[config.mk]
export PLATFORM = sky130hd
export DESIGN_NAME = id_ex_stage
export DESIGN_NICKNAME = d
export VERILOG_FILES = /design/src/rtl/id_ex_stage.sv
export SDC_FILE = /design/constraint.sdc
export NUM_CORES = 1
export LEC_CHECK = 0
export CORE_MARGIN = 5
export CORE_UTILIZATION = 42
export DETAILED_ROUTE_END_ITERATION = 6
export PLACE_DENSITY = 0.78
export SYNTH_ARGS = -nofsm -noshare
export SYNTH_HDL_FRONTEND = slang
export SYNTH_SLANG_ARGS = --single-unit
[constraint.sdc]
create_clock -name clk -period 3.4 [get_ports clk]
set_input_delay 0.68 -clock clk [delete_from_list [all_inputs] [get_ports clk]]
set_output_delay 0.68 -clock clk [all_outputs]
set_load 0.01 [all_outputs]
[src/rtl/id_ex_stage.sv]
// ID/EX pipeline register: operand capture with write-back bypass, load-use stall, EX forwarding.
// Define ID_EX_PERF_CNT_EN to add the stall_count / flush_count performance outputs.
module id_ex_stage #(
  parameter logic [31:0] NOP_INS = 32'h00000000
) (
  input  logic        clk,
  input  logic        rst_n,
  input  logic [31:0] id_ins,
  input  logic [31:0] id_pc,
  input  logic [31:0] id_rs_data,
  input  logic [31:0] id_rt_data,
  input  logic        flush,
  input  logic        exm_regwrite,
  input  logic [4:0]  exm_rd,
  input  logic [31:0] exm_result,
  input  logic        mwb_regwrite,
  input  logic [4:0]  mwb_rd,
  input  logic [31:0] mwb_data,
  output logic        stall,
  output logic [31:0] ex_ins,
  output logic [31:0] ex_pc,
  output logic [31:0] ex_op1,
  output logic [31:0] ex_op2,
  output logic [31:0] ex_store_data,
  output logic [4:0]  ex_rd,
  output logic        ex_regwrite,
  output logic        ex_memread,
  output logic        ex_memwrite
`ifdef ID_EX_PERF_CNT_EN
  ,
  output logic [31:0] stall_count,
  output logic [31:0] flush_count
`endif
);

  localparam logic [5:0] OP_RTYPE = 6'h00;
  localparam logic [5:0] OP_JAL   = 6'h03;
  localparam logic [5:0] OP_ADDI  = 6'h08;
  localparam logic [5:0] OP_ADDIU = 6'h09;
  localparam logic [5:0] OP_SLTI  = 6'h0A;
  localparam logic [5:0] OP_ANDI  = 6'h0C;
  localparam logic [5:0] OP_ORI   = 6'h0D;
  localparam logic [5:0] OP_LUI   = 6'h0F;
  localparam logic [5:0] OP_LW    = 6'h23;
  localparam logic [5:0] OP_SW    = 6'h2B;
  localparam logic [5:0] FN_JR    = 6'h08;

  // Newest producer wins; register 0 is hard-wired and never forwarded.
  function automatic logic [31:0] fwd_sel(
    input logic [4:0]  field,
    input logic [31:0] captured,
    input logic        e_we,
    input logic [4:0]  e_rd,
    input logic [31:0] e_val,
    input logic        w_we,
    input logic [4:0]  w_rd,
    input logic [31:0] w_val
  );
    logic [31:0] res;
    if (e_we && (e_rd != 5'd0) && (e_rd == field)) begin
      res = e_val;
    end else if (w_we && (w_rd != 5'd0) && (w_rd == field)) begin
      res = w_val;
    end else begin
      res = captured;
    end
    return res;
  endfunction

  logic [5:0]  id_op_s;
  logic [4:0]  id_rs_s;
  logic [4:0]  id_rt_s;
  logic [4:0]  id_rd_s;
  logic        id_regwrite_s;
  logic        id_memread_s;
  logic        id_memwrite_s;
  logic        id_reads_rt_s;
  logic        id_zext_s;
  logic [31:0] id_imm_s;
  logic [31:0] id_rs_val_s;
  logic [31:0] id_rt_val_s;
  logic        hazard_s;
  logic        bubble_s;
  logic [31:0] rs_val_r;
  logic [31:0] rt_val_r;
  logic [31:0] imm_r;

  assign id_op_s = id_ins[31:26];
  assign id_rs_s = id_ins[25:21];
  assign id_rt_s = id_ins[20:16];

  // Decode of the instruction sitting in ID.
  always_comb begin
    id_rd_s       = 5'd0;
    id_regwrite_s = 1'b0;
    id_memread_s  = 1'b0;
    id_memwrite_s = 1'b0;
    id_reads_rt_s = 1'b0;
    case (id_op_s)
      OP_RTYPE: begin
        id_rd_s       = id_ins[15:11];
        id_regwrite_s = (id_ins[5:0] != FN_JR) && (id_ins != 32'h00000000);
        id_reads_rt_s = 1'b1;
      end
      OP_ADDI, OP_ADDIU, OP_SLTI, OP_ANDI, OP_ORI, OP_LUI: begin
        id_rd_s       = id_rt_s;
        id_regwrite_s = 1'b1;
      end
      OP_LW: begin
        id_rd_s       = id_rt_s;
        id_regwrite_s = 1'b1;
        id_memread_s  = 1'b1;
      end
      OP_SW: begin
        id_memwrite_s = 1'b1;
        id_reads_rt_s = 1'b1;
      end
      OP_JAL: begin
        id_rd_s       = 5'd31;
        id_regwrite_s = 1'b1;
      end
      default: begin
        id_rd_s       = 5'd0;
        id_regwrite_s = 1'b0;
      end
    endcase
  end

  assign id_zext_s = (id_op_s == OP_ANDI) || (id_op_s == OP_ORI) || (id_op_s == OP_LUI);
  assign id_imm_s  = id_zext_s ? {16'h0000, id_ins[15:0]} : {{16{id_ins[15]}}, id_ins[15:0]};

  // Write-back in the same cycle as the register-file read: take the value being written.
  assign id_rs_val_s = (mwb_regwrite && (mwb_rd != 5'd0) && (mwb_rd == id_rs_s)) ? mwb_data : id_rs_data;
  assign id_rt_val_s = (mwb_regwrite && (mwb_rd != 5'd0) && (mwb_rd == id_rt_s)) ? mwb_data : id_rt_data;

  assign hazard_s = ex_memread && (ex_rd != 5'd0) &&
                    ((ex_rd == id_rs_s) || (id_reads_rt_s && (ex_rd == id_rt_s)));
  assign bubble_s = flush || hazard_s;
  assign stall    = flush ? 1'b0 : hazard_s;

  // ID/EX pipeline register; a bubble clears every field.
  always_ff @(posedge clk or negedge rst_n) begin
    if (!rst_n) begin
      ex_ins      <= NOP_INS;
      ex_pc       <= 32'h00000000;
      ex_rd       <= 5'd0;
      ex_regwrite <= 1'b0;
      ex_memread  <= 1'b0;
      ex_memwrite <= 1'b0;
      rs_val_r    <= 32'h00000000;
      rt_val_r    <= 32'h00000000;
      imm_r       <= 32'h00000000;
    end else if (bubble_s) begin
      ex_ins      <= NOP_INS;
      ex_pc       <= 32'h00000000;
      ex_rd       <= 5'd0;
      ex_regwrite <= 1'b0;
      ex_memread  <= 1'b0;
      ex_memwrite <= 1'b0;
      rs_val_r    <= 32'h00000000;
      rt_val_r    <= 32'h00000000;
      imm_r       <= 32'h00000000;
    end else begin
      ex_ins      <= id_ins;
      ex_pc       <= id_pc;
      ex_rd       <= id_rd_s;
      ex_regwrite <= id_regwrite_s;
      ex_memread  <= id_memread_s;
      ex_memwrite <= id_memwrite_s;
      rs_val_r    <= id_rs_val_s;
      rt_val_r    <= id_rt_val_s;
      imm_r       <= id_imm_s;
    end
  end

  // EX-stage forwarding onto the ALU operands and store data.
  always_comb begin
    ex_op1        = fwd_sel(ex_ins[25:21], rs_val_r, exm_regwrite, exm_rd, exm_result,
                            mwb_regwrite, mwb_rd, mwb_data);
    ex_store_data = fwd_sel(ex_ins[20:16], rt_val_r, exm_regwrite, exm_rd, exm_result,
                            mwb_regwrite, mwb_rd, mwb_data);
    if (ex_ins[31:26] == OP_RTYPE) begin
      ex_op2 = ex_store_data;
    end else begin
      ex_op2 = imm_r;
    end
  end

`ifdef ID_EX_PERF_CNT_EN
  // Flush takes precedence, so a simultaneous stall is not counted.
  always_ff @(posedge clk or negedge rst_n) begin
    if (!rst_n) begin
      stall_count <= 32'h00000000;
      flush_count <= 32'h00000000;
    end else if (flush) begin
      flush_count <= flush_count + 32'd1;
    end else if (hazard_s) begin
      stall_count <= stall_count + 32'd1;
    end
  end
`endif

endmodule

==> flow_metrics.tcl <==
set metrics [dict create \
    stdcell_area_um2 13900 \
    setup_viol 0 \
    drive_gt1_share_pct 22.7 \
    overflow 0 \
    drt-pass1-iter-count 5 \
    ys_seq_area_share_pct 42.3 \
    clock_latency_ps 420 \
    hold_class "input port to asynchronous set/reset pin" \
    io_pins 376 \
    synthesis.nets 1033 \
    synth.area.mux_share_pct 13.9 \
    cp.required_ps 2720 \
    synth-adder-area-share_pct 0 \
    synth-edff-count 0 \
    antenna_left 0 \
    cp-startpoint "mwb_rd[2]" \
    status "finished clean" \
    p_per_area_nw_per_um2 360 \
    vias_per_cell 5.45 \
    antenna_found_initial 6 \
    final_common_cell "clkdlybuf4s50_1" \
    worst_slew_pin_slew_ps 834 \
    die_w_um 149 \
    grt_max_degree 79 \
    cts_tree "done" \
    core_um2 18900 \
    path_clk_slew_ps 60 \
    p_leak_nw 6.03 \
    endpoint "ex_op2[8]" \
    worstSetupPathType "input port to output port" \
    cts_num_sinks 137 \
    layout_common_cells "265 x clkdlybuf4s50_1, 136 x dfrtp_1, 105 x nor3_1, 105 x buf_4, 96 x mux2i_1" \
    cts_buffers 17 \
    min_period_ps 3370 \
    worstPathArrival_ps 2690 \
    cp-start-kind "input port" \
    cp_max_fo 7 \
    hold_viol_final 0 \
    final.setup.tns_ps 0 \
    htreeDepth 4 \
    rr_startpoint "ex_rd[0]" \
    dp_hpwl_um 24200 \
    areaGrowthSynthToFinish_pct 71.9 \
    maxClockFrequency_ghz 0.297 \
    wl_um 34700 \
    routabilityCongestion 0.964 \
    grt_pass1_vias 8878 \
    rows 50 \
    ys_warn_count 0 \
    fin_crit_sh_pct 99.0 \
    yosys-top-cells-area "dfrtp_1 42%, mux2i_1 12%, nor3_1 6.5%" \
    fin_skew_ps 8.24 \
    synth_top_family_by_area "simple AND/OR/NAND/NOR gates" \
    die_h_um 149 \
    dr.first_iter.drc_count 472 \
    maxCapViolCount 0 \
    dieArea_um2 22200 \
    end_kind "output port" \
    avgSynthCellArea_um2 9.82 \
    ys.flop_type "dfrtp_1" \
    synth.distinct_cells 43 \
    fin_cells 1548 \
    final_nets 1477 \
    synth_compound_area_share_pct 11.9 \
    track_usage_pct 30.5 \
    port_buffers 375 \
    synthSimpleGateAreaFrac_pct 19.6 \
    dp_cells 1474 \
    ir_drop_v 0.000340 \
    yosysTopAreaCellShare_pct 42.3 \
    total_power_mw 5.02 \
    initial_core_util_pct 42.9 \
    dp_slack_ps -647 \
    grt_pass1_wl_um 52000 \
    yosysTopAreaCell "dfrtp_1" \
    clock_path_buffers 2 \
    vias 8432 \
    reg2regPathDepth 7 \
    wl_per_cell_um 22.4 \
    synth-xor-area-share_pct 4.32 \
    cts-root-buf "clkbuf_16" \
    synth_area_um2 8110 \
    drv_slew 0 \
    synthCells 826 \
    placed_cell_area_um2 12700 \
    rrSetupSlack_ps 810 \
    ys_ff_latch 137 \
    timing.rr.end "ex_pc[16]" \
    layout_setup_ws_ps 33.1 \
    fillers 1408 \
    async_reset_ff_share_pct 100 \
    slew-limit-headroom_pct 44.4 \
    drcViolationCount 0 \
]
[Yosys cell counts, types with 2 or more instances]
cell type / number
dfrtp_1: 137
nor3_1: 105
mux2i_1: 96
nor3b_1: 61
nor2_1: 39
clkbuf_1: 37
a21oi_1: 35
inv_1: 35
or3_1: 31
buf_4: 26
a31oi_2: 25
xnor2_1: 25
buf_2: 24
o21ai_1: 19
o21ai_0: 18
a21o_1: 16
mux2_2: 15
xor2_1: 15
nor4_1: 8
a31oi_1: 7
nand3_1: 6
or4_1: 6
a221oi_1: 5
buf_6: 5
nand4_1: 4
buf_1: 3
nand2_1: 3
a211oi_1: 2
and3_1: 2
nor4_2: 2
o31ai_1: 2
[flip-flops by register name (all words and copies together), names as in the netlist]
register,count
imm_r,17
ex_memwrite,1
ex_memread,1
ex_regwrite,1
rs_val_r,32
ex_ins,16
rt_val_r,32
ex_pc,32
ex_rd,5
[critical path: stages]
cell,delay (ps)
buf_6,110
or4_4,550
o211ai_4,200
buf_12,150
buf_8,100
buf_16,120
or3_4,130
a31oi_4,80
buf_4,160
mux2_2,270
buf_6,120
[metrics by stage]
stage          util, %  hold WS, ps
2_1_floorplan        -          384
3_5_place_dp      67.3          777
5_1_grt           73.8          321
3_3_place_gp      67.3          770
4_1_cts           73.5          315
6_report          73.8          274
[area by class of cell]
class	instances	area [um2]	share of cell area (%)
tap	260	325	2.33
clock buffer	18	429	3.08
sequential	137	3430	24.6
timing repair buffer	520	5140	36.9
multi-input combinational	559	4290	30.8
inverter	35	131	0.942
clock inverter	14	185	1.33
antenna	5	12.5	0.0897
[power breakdown]
group | switching, mW | leakage [nW] | internal [mW]
sequential | 0.0439 | 1.77 | 1.71
clock | 0.768 | 0.290 | 1.17
combinational | 0.583 | 3.96 | 0.739
[how the worst min path moves through the flow]
stage | start | endpoint | slack [ps] | depth (start not counted)
floorplan | rst_n | ex_ins[16] | 380 | 0
global placement | rst_n | ex_pc[30] | 770 | 1
detailed placement | rst_n | ex_pc[30] | 780 | 1
CTS | rst_n | ex_pc[30] | 310 | 1
global route | rst_n | imm_r[9] | 320 | 1
finish | rst_n | imm_r[9] | 270 | 1
[kinds of logic (layout without fill, tap and decap cells)]
logic type	count (synthesis)	count (layout)
and+or+nand+nor	275	275
DFF	137	137
AOI/OAI and AO/OA	133	133
buffers and inverters	130	587
muxes	111	111
xor gates and xnor gates	40	40
other	0	5
[repair_timing]
action | 4_1_cts | 5_1_grt
hold endpoints to repair | 0 | 0
buffers inserted | 28 | 2
pin swaps | 37 | 15
gates cloned | 11 | 0
endpoints found under the setup margin | 97 | 40
hold buffers | 0 | 0
resized for setup | 284 | 41
[routing by layer]
metal  wire (um)  track usage, %  vias up
li1            -               -     3858
met5           7               0        -
met3        3110            9.72       81
met1       13100            35.1     4091
met4        1200            12.7        2
met2       17300            52.6      400
No activity file was read; power rests on OpenSTA's default activity.
